### src/rtl/pool_grad_router_if.sv
// Handshake bundle of the pool gradient router: forward samples in,
// pooled-output gradients in, routed pre-pool gradients out.
interface pool_grad_router_if #(
  parameter int data_width = 32
);
  logic                  fwd_valid;
  logic [data_width-1:0] fwd_data;
  logic                  fwd_ready;
  logic                  grad_valid;
  logic [data_width-1:0] grad_data;
  logic                  grad_ready;
  logic                  out_valid;
  logic [data_width-1:0] out_data;
  logic                  out_ready;
  logic                  out_last;
  logic [1:0]            phase;

  modport slave (
    input  fwd_valid, fwd_data, grad_valid, grad_data, out_ready,
    output fwd_ready, grad_ready, out_valid, out_data, out_last, phase
  );

  modport master (
    output fwd_valid, fwd_data, grad_valid, grad_data, out_ready,
    input  fwd_ready, grad_ready, out_valid, out_data, out_last, phase
  );
endinterface

### src/rtl/pool_grad_router.sv
// Max-pool backward router: records the argmax of every pool window during
// the forward frame, then scatters upstream gradients back onto those positions.
//
// state   | meaning
// CAPTURE | accept input_size^2 forward samples, track per-window max/offset
// LOAD    | accept out_size^2 pooled gradients
// EMIT    | stream input_size^2 routed gradients, zero off the argmax
module pool_grad_router #(
  parameter int input_size   = 13,
  parameter int pooling_size = 2,
  parameter int data_width   = 32
) (
  input logic               clk,
  input logic               rstb,
  pool_grad_router_if.slave bus
);
  localparam int P    = pooling_size;
  localparam int OUT  = input_size / P;
  localparam int SPAN = OUT * P;
  localparam int NW   = (OUT * OUT > 0) ? OUT * OUT : 1;
  localparam int OFFW = (P * P > 1) ? $clog2(P * P) : 1;
  localparam int CW   = (input_size > 1) ? $clog2(input_size) : 1;
  localparam int WIX  = (NW > 1) ? $clog2(NW) : 1;
  localparam logic [CW-1:0]  LAST_RC = CW'(input_size - 1);
  localparam logic [WIX-1:0] LAST_G  = WIX'(NW - 1);

  typedef enum logic [1:0] {
    CAPTURE = 2'd0,
    LOAD    = 2'd1,
    EMIT    = 2'd2
  } state_e;

  state_e                       state_q, state_d;
  logic [CW-1:0]                row_q, row_d;
  logic [CW-1:0]                col_q, col_d;
  logic [WIX-1:0]               gidx_q, gidx_d;
  logic signed [data_width-1:0] max_q [NW];
  logic signed [data_width-1:0] max_d [NW];
  logic [OFFW-1:0]              off_q [NW];
  logic [OFFW-1:0]              off_d [NW];
  logic [data_width-1:0]        grad_q [NW];
  logic [data_width-1:0]        grad_d [NW];

  logic            is_cap, is_load, is_emit;
  logic            in_win, rc_last, step;
  logic [WIX-1:0]  widx;
  logic [OFFW-1:0] woff;

  // The unused encoding 3 behaves exactly like CAPTURE.
  assign is_load = (state_q == LOAD);
  assign is_emit = (state_q == EMIT);
  assign is_cap  = !is_load && !is_emit;

  // Row/col counters are shared by CAPTURE and EMIT: both walk raster order.
  assign in_win  = (int'(row_q) < SPAN) && (int'(col_q) < SPAN);
  assign widx    = in_win ? WIX'((int'(row_q) / P) * OUT + int'(col_q) / P) : '0;
  assign woff    = OFFW'((int'(row_q) % P) * P + int'(col_q) % P);
  assign rc_last = (row_q == LAST_RC) && (col_q == LAST_RC);

  assign bus.fwd_ready  = is_cap;
  assign bus.grad_ready = is_load;
  assign bus.out_valid  = is_emit;
  assign bus.out_last   = is_emit && rc_last;
  assign bus.phase      = is_load ? 2'd1 : (is_emit ? 2'd2 : 2'd0);
  assign bus.out_data   = (is_emit && in_win && (off_q[widx] == woff)) ? grad_q[widx] : '0;

  always_comb begin
    state_d = state_q;
    row_d   = row_q;
    col_d   = col_q;
    gidx_d  = gidx_q;
    max_d   = max_q;
    off_d   = off_q;
    grad_d  = grad_q;
    step    = 1'b0;

    if (is_cap) begin
      state_d = CAPTURE;
      if (bus.fwd_valid) begin
        // Offset 0 is always the first sample of a window in raster order;
        // strict compare keeps the earliest sample on ties.
        if (in_win && ((woff == '0) || ($signed(bus.fwd_data) > max_q[widx]))) begin
          max_d[widx] = bus.fwd_data;
          off_d[widx] = woff;
        end
        step = 1'b1;
        if (rc_last) state_d = LOAD;
      end
    end else if (is_load) begin
      if (bus.grad_valid) begin
        grad_d[gidx_q] = bus.grad_data;
        if (gidx_q == LAST_G) begin
          gidx_d  = '0;
          state_d = EMIT;
        end else begin
          gidx_d = gidx_q + WIX'(1);
        end
      end
    end else if (bus.out_ready) begin
      step = 1'b1;
      if (rc_last) state_d = CAPTURE;
    end

    if (step) begin
      if (col_q == LAST_RC) begin
        col_d = '0;
        row_d = rc_last ? '0 : row_q + CW'(1);
      end else begin
        col_d = col_q + CW'(1);
      end
    end
  end

  always_ff @(posedge clk or negedge rstb) begin
    if (!rstb) begin
      state_q <= CAPTURE;
      row_q   <= '0;
      col_q   <= '0;
      gidx_q  <= '0;
    end else begin
      state_q <= state_d;
      row_q   <= row_d;
      col_q   <= col_d;
      gidx_q  <= gidx_d;
    end
  end

  // Buffers need no reset: every frame rewrites each entry before it is read.
  always_ff @(posedge clk) begin
    max_q  <= max_d;
    off_q  <= off_d;
    grad_q <= grad_d;
  end
endmodule

### src/flat_wrapper.sv
// flat-port wrapper written by rule: the top's interface ports become plain ports
module pool_grad_router_flat 
#(
  parameter int input_size   = 13,
  parameter int pooling_size = 2,
  parameter int data_width   = 32
)
  (clk, rstb, bus_fwd_valid, bus_fwd_data, bus_grad_valid, bus_grad_data, bus_out_ready, bus_fwd_ready, bus_grad_ready, bus_out_valid, bus_out_data, bus_out_last, bus_phase);
  pool_grad_router_if #(.data_width(data_width)) bus_i ();
  input logic clk;
  input logic rstb;
  input wire logic [$bits(bus_i.fwd_valid)-1:0] bus_fwd_valid;
  input wire logic [$bits(bus_i.fwd_data)-1:0] bus_fwd_data;
  input wire logic [$bits(bus_i.grad_valid)-1:0] bus_grad_valid;
  input wire logic [$bits(bus_i.grad_data)-1:0] bus_grad_data;
  input wire logic [$bits(bus_i.out_ready)-1:0] bus_out_ready;
  output wire logic [$bits(bus_i.fwd_ready)-1:0] bus_fwd_ready;
  output wire logic [$bits(bus_i.grad_ready)-1:0] bus_grad_ready;
  output wire logic [$bits(bus_i.out_valid)-1:0] bus_out_valid;
  output wire logic [$bits(bus_i.out_data)-1:0] bus_out_data;
  output wire logic [$bits(bus_i.out_last)-1:0] bus_out_last;
  output wire logic [$bits(bus_i.phase)-1:0] bus_phase;
  assign bus_i.fwd_valid = bus_fwd_valid;
  assign bus_i.fwd_data = bus_fwd_data;
  assign bus_i.grad_valid = bus_grad_valid;
  assign bus_i.grad_data = bus_grad_data;
  assign bus_i.out_ready = bus_out_ready;
  assign bus_fwd_ready = bus_i.fwd_ready;
  assign bus_grad_ready = bus_i.grad_ready;
  assign bus_out_valid = bus_i.out_valid;
  assign bus_out_data = bus_i.out_data;
  assign bus_out_last = bus_i.out_last;
  assign bus_phase = bus_i.phase;
  pool_grad_router #(.input_size(input_size), .pooling_size(pooling_size), .data_width(data_width)) u_core (.clk(clk), .rstb(rstb), .bus(bus_i));
endmodule
### config.mk
export PLATFORM = sky130hd
export DESIGN_NAME = pool_grad_router_flat
export DESIGN_NICKNAME = d
export VERILOG_FILES = /design/src/rtl/pool_grad_router_if.sv /design/src/rtl/pool_grad_router.sv /design/src/flat_wrapper.sv
export SDC_FILE = /design/constraint.sdc
export NUM_CORES = 2
export LEC_CHECK = 0
export CAP_MARGIN = 10
export CORE_MARGIN = 2
export CORE_UTILIZATION = 50
export DETAILED_ROUTE_END_ITERATION = 6
export PLACE_DENSITY = 0.66
export SYNTH_ARGS = -nofsm -noshare
export SYNTH_HDL_FRONTEND = slang
export SYNTH_SLANG_ARGS = --single-unit
### constraint.sdc
create_clock -name clk -period 9.4 [get_ports clk]
set_input_delay 1.88 -clock clk [delete_from_list [all_inputs] [get_ports clk]]
set_output_delay 1.88 -clock clk [all_outputs]
set_load 0.01 [all_outputs]
==> impl_results.md <==
* Most frequent cells in the layout: edfxtp_1, o22ai_1, a22oi_1, nand2_1, nor2_1
* CTS tree: built
* Number of core rows at ~150
* Pre-CTS setup slack at approximately 1.6 ns
* Max IR drop VDD at around 0.00061 V
* Main combinational cell family by area after synthesis: compound AO/OA/AOI/OAI gates
* Achievable Freq at about 110 MHz
* Synth Net Count at 5256
* HP Class: reg2reg
* Average cell area after synthesis at around 17 um2
* Status: completed
* Synth Area in Adders at 0.683%
* Primary FF master, synth: edfxtp_1
* Post-CTS setup buffers at 0
* Initial antenna violation count at 9
* Pins Over Slew Limit at 0
* H-tree level count at 4
* Share of cells above drive strength 1 at between 10% and 20%
* DRT antenna net count at 0
* Fraction of the mapped netlist area in compound gates at 12.2%
* DPL Wire Length at roughly 130000 um
* CTS Buf Count at 223
* # resized after CTS at 0
* Critical path class: reg2out
* Detailed-route via count at roughly 53k
* Fin Clk Skew at between 0.03 and 0.04 ns
* Post-route setup slack at between 0.6 and 0.7 ns
* Total congestion overflow at 0
* Least-Margin Pin Slew at 1.23 ns
* Synthesized netlist cell count at about 5k
* Endpoints failing hold at 0
* Largest net degree at the start of global routing at about 120
* Critical Path AT at approximately 6.8 ns
* Synth Warn # at 0
* PD cells at approximately 390 mW/mm2
* Core Area at between 0.15 and 0.2 mm2
* Drt first pass iters at 6
* Asr flop ratio synth at 0.669%
* Count of input and output buffers at between 100 and 150
* # DRC at 0
* Register area share after synthesis at between 80% and 90%
* Register bit total from synthesis at 2392
* Die Y at around 420 um
* Initial Util at 50.2%
* Reg clk slew, reported paths at 0.06 ns
* Root buffer cell: clkbuf_16
* Critical Path Start Type: flip-flop
* Sum Neg Setup Slack at 0 ns
* Slew Limit Headroom at between 15 and 20%
* Full die area at about 0.18 mm2
* Nets@finish at about 5.5k
* Hold slack at 0.547 ns
* Num Clock Sinks at about 2.4k
* XOR/XNOR Fraction of Synth Area at less than 1%
* Hold depth at 1
* Area Growth Syn to Fin at 14.3%
* First-pass GRT wire length at between 300000 and 400000 um
* Die width at 424 um
* Most common cell after layout, fill and taps aside: edfxtp_1
* # Max-Cap Violations at 0
* Hold-fix buffers at CTS at 0
* Total wire length at 267000 um
* 1st-iter DRT viols at just over 8k
* Synth Area in Simple Gates at 4.04%
* Clk_lat worst skew at 0.87 ns
* GPL Wtd Cong at about 0.83
* Post-synth EDFFs at 2376
* Mapped Area at between 0.08 and 0.09 mm2
* Vias in the first global route at 51.0k
* Worst endpoint required time at between 7 and 8 ns
* Final min period at 8.71 ns
* Final setup vio count at 0
* Overall routing resource usage at 29.1%
* Crit-path max FO at 20
* Via/cell ratio at roughly 6.7
* Longest Clk Path Bufs at 3
* # IOs at 107
* Static Leak at roughly 0.032 uW
* RSZ-0062 raised after global routing: false
* Routed len/inst at between 30 and 40 um
* Netlist cell types at 71
* Worst R2R Path Depth at 18
* Proportion of synthesized area in mux cells at less than 1%
* Post-route clock period utilization at between 90% and 100%
* Crit end category: output pin
[state kept, by name, indices dropped and copies added, names as in the netlist]
| signal | count |
|---|---|
| u_core.row_q | 4 |
| u_core.off_q | 72 |
| u_core.max_q | 1152 |
| u_core.col_q | 4 |
| u_core.state_q | 2 |
| u_core.gidx_q | 6 |
| u_core.grad_q | 1152 |
[layer usage]
layer | vias to the layer above | track usage [%] | wire length [um]
met5 | - | 0 | 93
met1 | 27000 | 38.3 | 97000
li1 | 21600 | - | -
met2 | 3654 | 47.4 | 128000
met3 | 692 | 5.46 | 28300
met4 | 14 | 12.8 | 13600
[final timing paths]
path | from | slack [ns] | to
min reg2reg | u_core.gidx_q[0] | 0.55 | u_core.gidx_q[0]
max | u_core.col_q[2] | 0.69 | bus_out_data[7]
min | u_core.gidx_q[0] | 0.55 | u_core.gidx_q[0]
max in group asynchronous | rstb | 7.23 | u_core.col_q[1]
min in group asynchronous | rstb | 1.54 | u_core.state_q[1]
max reg2reg | u_core.col_q[2] | 1.57 | u_core.max_q[885]
[cell usage after synthesis, types with 30 or more instances]
| master | instances | share of area, % |
|---|---|---|
| ha_1 | 45 | 0.64 |
| o221ai_1 | 38 | 0.38 |
| nor4_1 | 46 | 0.33 |
| clkbuf_1 | 196 | 0.83 |
| a221o_1 | 106 | 1.2 |
| a21oi_1 | 170 | 0.96 |
| o21ai_0 | 138 | 0.78 |
| nand2_1 | 245 | 1.0 |
| a22oi_1 | 347 | 2.9 |
| nor2_1 | 276 | 1.2 |
| and3_1 | 30 | 0.21 |
| buf_1 | 80 | 0.34 |
| o22a_1 | 30 | 0.30 |
| buf_2 | 35 | 0.20 |
| a22o_1 | 118 | 1.2 |
| nor3_1 | 101 | 0.57 |
| o22ai_1 | 492 | 3.5 |
| edfxtp_1 | 2376 | 81 |
[layout make-up]
| class | instances | area (um2) |
|---|---|---|
| diodes | 3 | 7.51 |
| inverters | 14 | 52.6 |
| clock inverters | 136 | 1290 |
| clock buffers | 275 | 5930 |
| fillers | 13100 | 75000 |
| multi-input cells | 2417 | 15900 |
| repair buffers | 330 | 3050 |
| well taps | 2340 | 2930 |
| flip-flops and latches | 2392 | 71800 |
[critical path, cell delays in order (launching register included)]
cell	delay, ns
dfrtp_1	0.48
ha_1	0.28
fa_1	0.58
nand2b_1	0.37
nor2_4	0.78
buf_4	0.42
a22oi_1	0.11
a21oi_1	0.24
o22ai_1	0.12
nor4_2	0.57
mux2i_4	0.13
buf_4	0.31
nor4_1	0.87
clkdlybuf4s50_1	0.69
[stage by stage]
| stage | total power, uW | instance area, um2 | instances | util, % |
|---|---|---|---|---|
| after detailed placement | 30000 | 93600 | 7487 | 53.2 |
| after CTS | 38800 | 101000 | 7898 | 57.3 |
| after global placement | 29900 | 93600 | 7487 | 53.2 |
| after global routing | 40500 | 101000 | 7904 | 57.4 |
| final | 39100 | 101000 | 7907 | 57.4 |
| after floorplan | 22600 | 88300 | 5140 | - |
[kinds of logic after synthesis]
logic type      Yosys count
mux                      26
fa+ha+maj                47
compound gates         1542
xor+xnor                  7
flops                  2392
buf+inv                 331
simple gates            795
[where the power goes]
| group | leakage, uW | total, uW | internal, uW | switching, uW |
|---|---|---|---|---|
| logic | 0.00685 | 17600 | 5230 | 12300 |
| registers | 0.0216 | 12600 | 12500 | 167 |
| clock network | 0.00354 | 8930 | 5040 | 3890 |
Power figures use the tool's default switching activity.
